File: config.mk
export PLATFORM = sky130hd
export DESIGN_NAME = oisc8_mov_seq
export DESIGN_NICKNAME = d
export VERILOG_FILES = /design/src/rtl/oisc8_mov_seq.sv
export SDC_FILE = /design/constraint.sdc
export NUM_CORES = 1
export LEC_CHECK = 0
export BUFFER_PORTS_ARGS = -buffer_cell sky130_fd_sc_hd__buf_4
export CAP_MARGIN = 20
export CORE_MARGIN = 2
export CORE_UTILIZATION = 29
export CTS_CLUSTER_SIZE = 25
export DETAILED_ROUTE_END_ITERATION = 7
export PLACE_DENSITY_LB_ADDON = 0.12
export SETUP_SLACK_MARGIN = 0.5
export SLEW_MARGIN = 20
export SYNTH_ARGS = -nofsm -noshare
export SYNTH_HDL_FRONTEND = slang
export SYNTH_SLANG_ARGS = --single-unit
File: constraint.sdc
create_clock -name clk -period 5.4 [get_ports clk]
set_clock_uncertainty 0.2 [all_clocks]
set_input_delay 0.81 -clock clk [delete_from_list [all_inputs] [get_ports clk]]
set_output_delay 0.81 -clock clk [all_outputs]
set_load 0.05 [all_outputs]
File: src/rtl/oisc8_mov_seq.sv
// ---------------------------------------------------------------------------
// oisc8_mov_seq
//
// Move sequencer of the oisc8 core. Sits between the PC/ROM fetch stage and
// the bus ports. Each accepted 16-bit word is one move:
//   instr[15]    imm flag (1: instr[7:0] is the value to write)
//   instr[14:8]  destination port address (0 means NOP)
//   instr[7:0]   source port address, or the immediate value
// A register move reads the source port first and then writes the
// destination port. An immediate move writes straight away. A completed
// write to the PC port is followed by a one-cycle FLUSH that swallows the
// word fetched before the PC changed.
//
// Handshakes:
//   instr_valid/instr_ready : a word transfers on a cycle where both are 1.
//                             instr must be held stable while valid && !ready.
//   src_rd/src_ack          : src_rd stays high until the cycle src_ack is 1.
//                             src_data is sampled in that cycle.
//   dst_wr/dst_ack          : dst_wr stays high until the cycle dst_ack is 1.
//                             dst_addr and dst_data do not change meanwhile.
//   An ack that does not come within MAX_WAIT strobe cycles aborts the
//   move and sets the sticky timeout_err.
//
// Ports:
//   clk, rst        clock, synchronous active-high reset
//   instr           instruction word from fetch
//   instr_valid     instr holds a fetched word
//   instr_ready     word accepted this cycle (combinational)
//   src_addr/src_rd source read address and strobe (registered)
//   src_data/src_ack source read data and completion
//   dst_addr/dst_data/dst_wr destination write address, data, strobe
//   dst_ack         destination write completion
//   flush           one-cycle pulse after a completed PC write
//   busy            sequencer is not idle
//   timeout_err     sticky abort flag, cleared only by rst
// ---------------------------------------------------------------------------
module oisc8_mov_seq #(
    parameter int               DSIZE    = 8,
    parameter int               ASIZE    = 7,
    parameter logic [ASIZE-1:0] PC_ADDR  = 7'h01,
    parameter int               MAX_WAIT = 15
) (
    input  logic             clk,
    input  logic             rst,
    input  logic [15:0]      instr,
    input  logic             instr_valid,
    output logic             instr_ready,
    output logic [7:0]       src_addr,
    output logic             src_rd,
    input  logic [DSIZE-1:0] src_data,
    input  logic             src_ack,
    output logic [ASIZE-1:0] dst_addr,
    output logic [DSIZE-1:0] dst_data,
    output logic             dst_wr,
    input  logic             dst_ack,
    output logic             flush,
    output logic             busy,
    output logic             timeout_err
);

    typedef enum logic [1:0] {
        S_IDLE  = 2'd0,
        S_READ  = 2'd1,
        S_WRITE = 2'd2,
        S_FLUSH = 2'd3
    } state_t;

    // The counter holds the number of strobe cycles already spent without
    // an ack, so the cycle in which it equals MAX_WAIT-1 is the last one an
    // ack may still arrive in.
    localparam logic [7:0] WAIT_LAST = 8'(MAX_WAIT - 1);

    // -----------------------------------------------------------------------
    // Registers
    // -----------------------------------------------------------------------
    state_t           state_q,       state_d;
    logic [7:0]       wait_q,        wait_d;
    logic             timeout_err_q, timeout_err_d;
    logic [7:0]       src_addr_q,    src_addr_d;
    logic             src_rd_q,      src_rd_d;
    logic [ASIZE-1:0] dst_addr_q,    dst_addr_d;
    logic [DSIZE-1:0] dst_data_q,    dst_data_d;
    logic             dst_wr_q,      dst_wr_d;
    logic             flush_q,       flush_d;

    // -----------------------------------------------------------------------
    // Instruction decode and shared conditions
    // -----------------------------------------------------------------------
    logic             instr_imm;
    logic             instr_nop;
    logic [ASIZE-1:0] instr_dst;
    state_t           decode_target;
    logic             pc_hit;
    logic             wait_hit;
    logic             decode_go;
    logic             start_read;
    logic             start_imm;
    logic             read_done;

    assign instr_imm = instr[15];
    assign instr_nop = (instr[14:8] == 7'd0);
    assign instr_dst = ASIZE'(instr[14:8]);

    // Where a freshly decoded word sends the sequencer.
    assign decode_target = instr_nop ? S_IDLE : (instr_imm ? S_WRITE : S_READ);

    // The destination of the write in flight is the PC port.
    assign pc_hit   = (dst_addr_q == PC_ADDR);
    assign wait_hit = (wait_q == WAIT_LAST);

    // A new word is decoded in IDLE, or in the last cycle of a non-PC write
    // so that immediate moves can retire one per cycle. Words taken in
    // FLUSH are discarded and never reach this decode.
    assign decode_go  = instr_valid &&
                        ((state_q == S_IDLE) ||
                         ((state_q == S_WRITE) && dst_ack && !pc_hit));
    assign start_read = decode_go && !instr_nop && !instr_imm;
    assign start_imm  = decode_go && !instr_nop &&  instr_imm;
    assign read_done  = (state_q == S_READ) && src_ack;

    // -----------------------------------------------------------------------
    // Process 1: state register
    // -----------------------------------------------------------------------
    always_ff @(posedge clk) begin
        if (rst) begin
            state_q       <= S_IDLE;
            wait_q        <= '0;
            timeout_err_q <= 1'b0;
            src_addr_q    <= '0;
            src_rd_q      <= 1'b0;
            dst_addr_q    <= '0;
            dst_data_q    <= '0;
            dst_wr_q      <= 1'b0;
            flush_q       <= 1'b0;
        end else begin
            state_q       <= state_d;
            wait_q        <= wait_d;
            timeout_err_q <= timeout_err_d;
            src_addr_q    <= src_addr_d;
            src_rd_q      <= src_rd_d;
            dst_addr_q    <= dst_addr_d;
            dst_data_q    <= dst_data_d;
            dst_wr_q      <= dst_wr_d;
            flush_q       <= flush_d;
        end
    end

    // -----------------------------------------------------------------------
    // Process 2: next state, wait counter, sticky error
    // -----------------------------------------------------------------------
    always_comb begin
        state_d       = state_q;
        wait_d        = '0;
        timeout_err_d = timeout_err_q;

        case (state_q)
            S_IDLE: begin
                if (instr_valid) begin
                    state_d = decode_target;
                end
            end

            S_READ: begin
                if (src_ack) begin
                    state_d = S_WRITE;
                end else if (wait_hit) begin
                    // Read abandoned: nothing is written.
                    state_d       = S_IDLE;
                    timeout_err_d = 1'b1;
                end else begin
                    wait_d = wait_q + 8'd1;
                end
            end

            S_WRITE: begin
                if (dst_ack) begin
                    if (pc_hit) begin
                        state_d = S_FLUSH;
                    end else if (instr_valid) begin
                        state_d = decode_target;
                    end else begin
                        state_d = S_IDLE;
                    end
                end else if (wait_hit) begin
                    // Write abandoned: an aborted PC write does not flush.
                    state_d       = S_IDLE;
                    timeout_err_d = 1'b1;
                end else begin
                    wait_d = wait_q + 8'd1;
                end
            end

            S_FLUSH: begin
                state_d = S_IDLE;
            end

            default: begin
                state_d = S_IDLE;
            end
        endcase

        // Every entry into a strobe phase starts a fresh wait budget.
        if (start_read || start_imm || read_done) begin
            wait_d = '0;
        end
    end

    // -----------------------------------------------------------------------
    // Process 3: outputs (instr_ready directly, the rest via registers)
    // -----------------------------------------------------------------------
    always_comb begin
        instr_ready = 1'b0;
        src_addr_d  = src_addr_q;
        dst_addr_d  = dst_addr_q;
        dst_data_d  = dst_data_q;

        case (state_q)
            S_IDLE:  instr_ready = 1'b1;
            S_READ:  instr_ready = 1'b0;
            S_WRITE: instr_ready = dst_ack && !pc_hit;
            S_FLUSH: instr_ready = 1'b1;
            default: instr_ready = 1'b0;
        endcase

        // Strobes and the flush pulse simply mirror the state being entered.
        src_rd_d = (state_d == S_READ);
        dst_wr_d = (state_d == S_WRITE);
        flush_d  = (state_d == S_FLUSH);

        // Addresses and data only change when a new phase is loaded, which
        // keeps them stable for the whole strobe.
        if (start_read) begin
            src_addr_d = instr[7:0];
            dst_addr_d = instr_dst;
        end
        if (start_imm) begin
            dst_addr_d = instr_dst;
            dst_data_d = DSIZE'(instr[7:0]);
        end
        if (read_done) begin
            dst_data_d = src_data;
        end
    end

    assign src_addr    = src_addr_q;
    assign src_rd      = src_rd_q;
    assign dst_addr    = dst_addr_q;
    assign dst_data    = dst_data_q;
    assign dst_wr      = dst_wr_q;
    assign flush       = flush_q;
    assign timeout_err = timeout_err_q;
    assign busy        = (state_q != S_IDLE);

endmodule

# Yosys cells after proc, flatten, opt, wreduce, memory -nomap -nowiden
# Cells that the tools add are included.
# op_classes
n_addsub	1
eq_ne	10
mux	22
n_reduce_logical	23
# ops
cell	n
8-bit 2-to-1 mux	5
2-bit 2-to-1 mux	8
8-bit one-hot mux with 2 select lines	1
7-bit 2-to-1 mux	2
8-bit by 1-bit adder with 8-bit output, second input constant	1
2-bit == test, second input constant	4
8-bit by 4-bit == test with 1-bit output, second input constant	1
1-bit logical AND	8
2-bit one-hot mux with 4 select lines	1
2-bit nonzero test	4
7-bit by 1-bit == test with 1-bit output, second input constant	1
7-bit zero test	1
2-bit by 1-bit == test with 1-bit output, second input constant	2
2-bit inequality test, second input constant	2
2-bit OR reduction	2
1-bit zero test	3
1-bit logical OR	3
1-bit 2-to-1 mux	3
1-bit one-hot mux with 3 select lines	1
3-bit AND reduction	1
2-bit zero test	1
1-bit one-hot mux with 2 select lines	1
# word_totals
reg_bits	37
input_bits	29
wordCells	65

# Depth between registers and ports, before layout
# Gate-level depths: netlist of run 1.
# logic_depth
depth_word	10
depth_mapped	9
mapped_depth_nobuf	7

# Worst setup path after synthesis of run 1
# OpenSTA, ideal clock, no wires.
# synth_path
path_type	input to output
start	in dst_ack
end	out instr_ready
arrival_ns	1.869
slack_ns	2.521
path_stages	4
path_cell_list	and2_1 -> buf_4 -> nand2_1 -> a21oi_1
# synth_between
elab_chain_len	2
# synth_lines
element	line_no	source
start: declaration	55	input logic dst_ack,
1-bit logical AND	220	S_WRITE: instr_ready = dst_ack && !pc_hit;
1-bit one-hot mux with 3 select lines	217	case (state_q)
end: declaration	47	output logic instr_ready,
# No other way between the ends.

# Worst setup path after layout of run 1
# layout_path
start	reg state_q[0]
end	out instr_ready
# layout_between
elab_chain_len	3
elab_cells_between_ends	6
cone_classes	3 x eq/ne; 1 x mux; 2 x reduce/logical
# layout_lines
element	line_no	source
start: declaration	76	state_t state_q, state_d;
start signal: assignment	136	state_q <= state_d;
2-bit == test or 2-bit zero test (tied branches)	217	
2-bit OR reduction (no line)	--	
1-bit one-hot mux with 3 select lines *	217	
# Every way passes the cells marked *; elsewhere a longest branch is shown, timed or not.

==> impl_metrics.json, run 1 <==
{
  "run_status": "completed",
  "drc": 0,
  "synth_cell_types": 38,
  "setup_tns_ns": 0,
  "ys_seq_elements": 37,
  "holdWs_ns": 0.298,
  "num_antenna_cells": 0,
  "cts_buffers": 5,
  "rsz0062_at_grt": "false",
  "grt_max_degree": 31,
  "dieWidth_um": 80.5,
  "fp.dieH_um": 80.5,
  "period_needed_ns": 2.63,
  "slew_violations": 0,
  "start_kind": "register",
  "utilization_pct": 40.9,
  "cp.arrival_ns": 1.62,
  "cts.clk_slew.worst_paths_ns": 0.08,
  "synth_cells": 179,
  "critPathRequiredTime_ns": 4.39,
  "rows": 27,
  "grt-ovfl-total": 0,
  "post-cts-setup-buffer-count": 0,
  "vias": 1420,
  "drt-total-wl_mm": 3.97,
  "ios": 58,
  "clock_path_buffers": 2,
  "syn2layout_area_growth_pct": 34.1,
  "cts.repair.resized": 0,
  "layout-drive-gt1-share_pct": 31.5,
  "nNetsFinal": 272,
  "cap_violations": 0,
  "hold_viol_final": 0,
  "synth_area_per_cell_um2": 9.49,
  "yosys_warnings": 0,
  "async_flop_share_pct": 0,
  "yosysTopAreaCell": "dfxtp_1",
  "period_share_pct": 48.6,
  "setup_viol": 0,
  "clock_latency_ns": 0.29,
  "worstPathMaxFanout": 6,
  "via_per_inst": 4.58,
  "synth.most_common_cell": "nor2_1",
  "fillers": 594,
  "die_area_um2": 6490,
  "drt_iter0_drc": 67,
  "hold_depth": 1,
  "wire_per_inst_um": 12.8,
  "grt_pass1_vias": 1334,
  "syn_area_um2": 1700,
  "synthTopCellsByArea": "dfxtp_1, mux2i_1, nor2_1, ha_1, a211oi_1",
  "cts_tree": "done",
  "hold_path_class": "reg -> reg",
  "drt_first_pass_iters": 4,
  "synth_edf_count": 0,
  "postRouteAntennaNets": 0,
  "seq_area_frac_synth_pct": 43.6,
  "synth_nets": 214,
  "cts_max_level": 2,
  "grt_first_pass_wirelength_mm": 6.56,
  "ys.flop_type": "dfxtp_1",
  "portBuffers": 57,
  "cts-root-buf": "clkbuf_8",
  "antenna_found_initial": 0,
  "initial_core_util_pct": 30.5,
  "fmax_ghz": 0.381,
  "total_leakage_power_nw": 1.06,
  "dpl.hpwl_mm": 2.97,
  "globalplace.congestion": 0.798,
  "worst-setup-path-type": "reg -> out",
  "reg2reg_depth": 7,
  "cp-end-kind": "output pin",
  "placeableCoreArea_um2": 5570,
  "irDropWorstVdd_mv": 0.188,
  "gr-usage-all-layers_pct": 13.2,
  "cts.sinks": 37,
  "netlist_top_cells_count": "nor2_1, dfxtp_1, mux2i_1",
  "maxSlewHeadroom_pct": 61.8,
  "powerDensity_nw_per_um2": 551,
  "ctsHoldBuffers": 0,
  "yosysTopAreaCellShare_pct": 43.6,
  "worst_pin_slew_ns": 0.572
}
metrics by stage:
step | instances | worst slack, ns | area (um^2) | total power [mW]
after floorplan | 179 | 2.52 | 1700 | 0.883
after global placement | 302 | 2.85 | 2180 | 1.07
after detailed placement | 302 | 2.82 | 2180 | 1.06
after CTS | 310 | 2.74 | 2280 | 1.28
after global routing | 310 | 2.61 | 2280 | 1.34
final | 310 | 2.77 | 2280 | 1.26
kinds of logic (layout without fill, tap and decap cells):
logic type | after synthesis | count (layout) | synth area share, %
XOR/XNOR | 6 | 6 | 3.09
adder cells (fa/ha/maj) | 6 | 6 | 4.42
multiplexers | 21 | 21 | 12.4
buffers and inverters | 11 | 70 | 3.17
AO/OA/AOI/OAI | 25 | 25 | 10.8
flip-flops | 37 | 37 | 43.6
AND/OR/NAND/NOR | 73 | 73 | 22.5
cells in the final DEF (no fill, tap or decap), types with 2 or more instances in the layout:
master and n:
mux2i_1 21, clkbuf_8 6, xnor2_1 2, inv_1 5
nand3_1 4, nor3_1 3, dfxtp_1 37, xor2_1 4
a21oi_1 5, nor2_1 40, a211oi_1 8, nor2b_1 2
ha_1 6, buf_4 57, nand2_1 10, o21ai_0 5
nand4_1 2
cell type report:
cell class              count  area (um^2)  share of cell area [%]
clock inverters             2         13.8                   0.604
clock buffers               6         82.6                    3.62
flip-flops and latches     37          741                    32.5
repair buffers             57          428                    18.8
well taps                  72         90.1                    3.95
multi-input cells         131          905                    39.7
inverters                   5         18.8                   0.824
metal layers:
| metal | up-vias | part of all wire (%) | GRT usage, % |
|---|---|---|---|
| li1 | 737 | - | - |
| met1 | 639 | 48 | 18.1 |
| met2 | 40 | 44 | 19.3 |
| met3 | 4 | 7.3 | 4.72 |
| met4 | 0 | 0.93 | 4.07 |
| met5 | - | 0 | 0 |
critical path: stages, from the launching register on:
cell and delay, ns:
dfxtp_1 0.33, inv_1 0.12, ha_1 0.19, and2_1 0.25
nand2_1 0.07, a21oi_1 0.14, buf_4 0.21
flip-flops by register name, indices dropped and copies added (netlist names):
register / flops
dst_addr: 7
dst_wr: 1
src_rd: 1
dst_data: 8
timeout_err: 1
src_addr: 8
state_q: 2
flush: 1
wait_q: 8
report_power, final:
part / internal, mW / switching, mW / leakage (nW)
registers: 0.332 / 0.0384 / 0.302
logic: 0.232 / 0.447 / 0.708
clock network: 0.104 / 0.103 / 0.0512
final timing paths:
path / from / to / slack [ns]
hold / removal: wait_q[0] / wait_q[0] / 0.30
setup / recovery: state_q[0] / instr_ready / 2.77
hold reg to reg: wait_q[0] / wait_q[0] / 0.30
setup reg to reg: state_q[0] / wait_q[3] / 3.20
Power figures use the tool's default switching activity.
==> run 2: changes to the inputs <==
- ABC_AREA: not set -> 1
- clock period: 5.4 -> 2.55 ns (I/O delays scaled with it)
==> run 2 against run 1 <==
Compared with the run above:
- register-to-register slack worse by 2.5 ns
- clock power grew to 2.6 times the previous value
- synthesized cell count rose by 50%
==> impl_metrics.json, run 2 <==
{
  "worstPathMaxFanout": 3,
  "grt_pass1_vias": 1683,
  "portBuffers": 57,
  "slew_violations": 0,
  "layout_commonest_cell": "nor2_1",
  "p_switching_mw": 1.49,
  "worst-setup-path-type": "reg -> out",
  "synth_nets": 304,
  "final_cell_area_um2": 2590,
  "total_leakage_power_nw": 1.26,
  "drc": 0,
  "synth.most_common_cell": "nor2_1",
  "cts.sinks": 37,
  "rows": 29,
  "synth_cell_types": 26,
  "syn2layout_area_growth_pct": 36.3,
  "drt_first_pass_iters": 5,
  "clock_latency_ns": 0.29,
  "holdWs_ns": 0.0613,
  "clkPwrFrac_pct": 17.3,
  "placeableCoreArea_um2": 6350,
  "start_kind": "register",
  "hold_path_class": "in -> reg",
  "critPathBufInv": 3,
  "cap_violations": 0,
  "drt-total-wl_mm": 4.71,
  "cts-root-buf": "clkbuf_8",
  "powerDensity_nw_per_um2": 1210,
  "placed_cells": 400,
  "vias": 1734,
  "ys_seq_elements": 37,
  "die_area_um2": 7210,
  "maxSlewHeadroom_pct": 73.0,
  "cp-end-kind": "output pin",
  "cts_tree": "done",
  "period_share_pct": 77.7,
  "seq_area_frac_synth_pct": 39.0,
  "fmax_ghz": 0.505,
  "period_needed_ns": 1.98,
  "run_status": "completed",
  "globalplace.congestion": 0.801,
  "grt_first_pass_wirelength_mm": 7.87,
  "critPathTopFamily": "flip-flops",
  "cp_slowest_cell": "dfxtp_4",
  "max_stage_delay_ns": 0.37,
  "cts_max_level": 2,
  "nNetsFinal": 368,
  "ios": 58,
  "postRouteAntennaNets": 0,
  "via_per_inst": 4.22,
  "ctsHoldBuffers": 0,
  "rsz0062_at_grt": "false",
  "ys.flop_type": "dfxtp_1",
  "dieWidth_um": 84.9,
  "final_cells": 411,
  "grt_max_degree": 24,
  "dp_slack_ns": 0.675,
  "cts.clk_slew.worst_paths_ns": 0.08,
  "swShare_pct": 47.6,
  "hold_viol_final": 0,
  "layout-drive-gt1-share_pct": 30.5,
  "yosysTopAreaCellShare_pct": 39.0,
  "critPathRequiredTime_ns": 1.97,
  "initial_core_util_pct": 29.9,
  "cp_cell_sequence": "inv_6 > ha_4 > nand2_2 > inv_2 > nand2_4 > a21oi_4 > buf_6",
  "num_antenna_cells": 0,
  "yosysTopAreaCell": "dfxtp_1",
  "synth_area_per_cell_um2": 7.06,
  "power.share.combinational_pct": 56.2,
  "yosys_warnings": 0,
  "synth_cells": 269,
  "irDropWorstVdd_mv": 0.507,
  "final_cell_mix": "nor2_1, buf_4, nand2_1",
  "setup_ws_ns": 0.569,
  "seq_power_share_pct": 26.5,
  "grt-ovfl-total": 0,
  "worst_pin_slew_ns": 0.404,
  "cp.arrival_ns": 1.40,
  "cts_buffers": 5,
  "setup_tns_ns": 0,
  "gr-usage-all-layers_pct": 13.7,
  "async_flop_share_pct": 0,
  "drt_iter0_drc": 90,
  "syn_area_um2": 1900,
  "dpl.hpwl_mm": 3.63,
  "antenna_found_initial": 0,
  "intPower_mw": 1.63,
  "place_area_um2": 2400,
  "netlist_top_cells_count": "nor2_1, nand2_1, dfxtp_1",
  "fp.dieH_um": 84.9,
  "clock_path_buffers": 2,
  "synthTopCellsByArea": "dfxtp_1, nor2_1, nand2_1, inv_1, o21ai_0",
  "synth_edf_count": 0,
  "wire_per_inst_um": 11.5,
  "setup_viol": 0
}
run 2: per-layer routing:
layer / wire, um / track usage [%] / share of wire (%) / vias up
met4: 62 / 5.19 / 1.3 / 0
met5: 0 / 0 / 0 / -
li1: - / - / - / 953
met1: 2300 / 18.4 / 49 / 740
met3: 187 / 3.40 / 4.0 / 7
met2: 2160 / 21.3 / 46 / 34
run 2: logic make-up after synthesis:
group / after synthesis / share of synthesized area [%]
fa+ha+maj: 6 / 3.96
buf+inv: 42 / 9.76
xor+xnor: 5 / 2.31
simple gates: 147 / 34.7
compound gates: 32 / 10.2
flops: 37 / 39.0
run 2: layout make-up:
class	count	area [um^2]
repair buffers	62	469
clock buffers	6	82.6
multi-input cells	190	1010
well taps	77	96.3
clock inverters	2	37.5
fillers	694	3760
inverters	37	144
flip-flops and latches	37	746
run 2: final timing paths:
path,from,endpoint,slack (ns),cells past startpoint
max,state_q[0],instr_ready,0.57,7
min,rst,timeout_err,0.06,2
max reg2reg,state_q[1],dst_data[6],0.70,8
min reg2reg,timeout_err,timeout_err,0.29,2
run 2: power groups by stage:
stage / clock network [mW] / logic, mW / registers [mW]
floorplan: 0 / 0.857 / 1.24
global placement: 0 / 1.68 / 0.821
detailed placement: 0 / 1.68 / 0.821
CTS: 0.562 / 1.72 / 0.819
global route: 0.585 / 1.91 / 0.845
finish: 0.539 / 1.75 / 0.825
run 2: metrics by stage:
stage / utilization (%) / total power [mW]
global route: 40.7 / 3.34
global placement: 37.8 / 2.50
floorplan: - / 2.10
finish: 40.7 / 3.12
CTS: 40.1 / 3.10
detailed placement: 37.8 / 2.50
run 2: repair_timing:
action                     in CTS  in global routing
setup buffers                   1                  2
setup endpoints to repair       1                  1
pin swaps                       0                  3
gates resized for setup         7                  5
==> run 3: changes to the inputs <==
- ABC_AREA: 1 -> 0
- clock period: 2.55 -> 1.8 ns (I/O delays scaled with it)
==> run 3 against run 2 <==
Compared with the run above:
- the flow now finishes with violations (negative setup slack)
- global-route usage increased by 1.4 points
- core utilization grew 16 points
- first-iteration DRC count down 64%
- critical path depth up 2
- critical endpoint is now dst_addr[6]
- highest routed layer unchanged
==> impl_metrics.json, run 3 (synthesis results as in run 1) <==
{
  "reg2reg_depth": 9,
  "cts_buffers": 5,
  "violations": "negative setup slack",
  "clock_path_buffers": 2,
  "die_area_um2": 6490,
  "grt-ovfl-total": 0,
  "hold_viol_final": 0,
  "drt_first_pass_iters": 4,
  "irDropWorstVdd_mv": 1.32,
  "cts.clk_slew.worst_paths_ns": 0.07,
  "dpl.hpwl_mm": 3.09,
  "cts_max_level": 2,
  "fmax_ghz": 0.525,
  "ios": 58,
  "layout_commonest_cell": "buf_4",
  "rows": 27,
  "drt-total-wl_mm": 4.73,
  "cts_tree": "done",
  "postRouteAntennaNets": 0,
  "cts-root-buf": "clkbuf_8",
  "gr-usage-all-layers_pct": 15.1,
  "dieWidth_um": 80.5,
  "worst-setup-path-type": "reg -> reg",
  "cp_slowest_cell": "dfxtp_4",
  "num_antenna_cells": 0,
  "critPathTopFamily": "buffers and inverters",
  "grt_first_pass_wirelength_mm": 7.48,
  "critPathRequiredTime_ns": 1.77,
  "slew_violations": 0,
  "grt_pass1_vias": 1594,
  "setup_tns_ns": -1.95,
  "hold_depth": 3,
  "dp_slack_ns": -0.0528,
  "ctsHoldBuffers": 0,
  "max_stage_delay_ns": 0.36,
  "setup_ws_ns": -0.104,
  "worst_pin_slew_ns": 0.527,
  "holdWs_ns": 0.0216,
  "fp.dieH_um": 80.5,
  "placed_cells": 321,
  "critPathBufInv": 4,
  "total_leakage_power_nw": 1.39,
  "drt_iter0_drc": 32,
  "clock_latency_ns": 0.29,
  "portBuffers": 57,
  "start_kind": "register",
  "worstPathMaxFanout": 7,
  "globalplace.congestion": 0.817,
  "grt_max_degree": 30,
  "rsz0062_at_grt": "true",
  "setup_viol": 36,
  "initial_core_util_pct": 30.5,
  "period_needed_ns": 1.90,
  "maxSlewHeadroom_pct": 64.9,
  "final_cell_mix": "buf_4, nor2_1, buf_6",
  "period_share_pct": 106,
  "final_cells": 352,
  "antenna_found_initial": 0,
  "critical_path_cell_count": 9,
  "syn2layout_area_growth_pct": 85.0,
  "cp.arrival_ns": 1.87,
  "cap_violations": 0,
  "finalPower_mw": 5.38,
  "run_status": "finished with violations",
  "placeableCoreArea_um2": 5570,
  "layout-drive-gt1-share_pct": 65.7,
  "via_per_inst": 4.66,
  "wire_per_inst_um": 13.4,
  "drc": 0,
  "cts.sinks": 37,
  "vias": 1642,
  "hold_path_class": "in -> reg",
  "cp_cell_sequence": "inv_4 > ha_4 > buf_4 > buf_6 > a2bb2oi_4 > nand3_2 > buf_6 > mux2i_2 > nor2_1",
  "nNetsFinal": 314,
  "cp-end-kind": "register",
  "cpMostUsedCell": "buf_6",
  "powerDensity_nw_per_um2": 1710
}
[run 3: cell types whose count changed in the layout (fill, tap and decap cells not counted), sizes merged, moves of 7 or more]
cell / change
nor2: -24
inv: -32
mux2i: +21
a211oi: +8
nand3: -12
o21ai: -15
nand2: -52
buf: +36
a21oi: -7
[run 3: final cells by class]
type	instances	area (um^2)
flip-flops and latches	37	807
multi-input cells	132	1170
well taps	72	90.1
repair buffers	98	951
clock inverters	1	5.00
clock buffers	7	96.3
fillers	511	2430
inverters	5	26.3
[run 3: worst register-to-register path, stage by stage, from the launching register on]
cell and delay, ns:
dfxtp_4 0.36, inv_4 0.08, ha_4 0.15, buf_4 0.10
buf_6 0.10, a2bb2oi_4 0.25, nand3_2 0.15, buf_6 0.16
mux2i_2 0.17, nor2_1 0.06
[run 3: worst paths after layout]
kind / from / end / slack [ns]
worst max-delay path: state_q[0] / dst_addr[6] / -0.10
worst min-delay path: instr[9] / dst_addr[1] / 0.02
worst max register to register: state_q[0] / dst_addr[6] / -0.10
worst min register to register: timeout_err / timeout_err / 0.27
[run 3: report_power, final]
part	switching [mW]	internal, mW
Sequential	0.188	1.06
Combinational	1.78	1.72
Clock	0.291	0.346
Total	2.25	3.13
[run 3: what timing repair did]
item,in CTS,in global routing
pin swaps,26,11
gates resized for setup,98,32
gates cloned,1,0
setup endpoints to repair,63,62
buffers inserted,8,14
[run 3: per-layer routing]
layer / track usage (%) / share of wire, %
met5: 0 / 0
met4: 5.59 / 1.4
met3: 3.60 / 5.3
met2: 24.1 / 47
met1: 19.6 / 46
[run 3: stage by stage]
stage	utilization (%)	instance area [um^2]
after detailed placement	43.5	2420
after floorplan	-	1790
final	56.4	3140
after global routing	56.4	3140
after global placement	43.5	2420
after CTS	52.7	2940
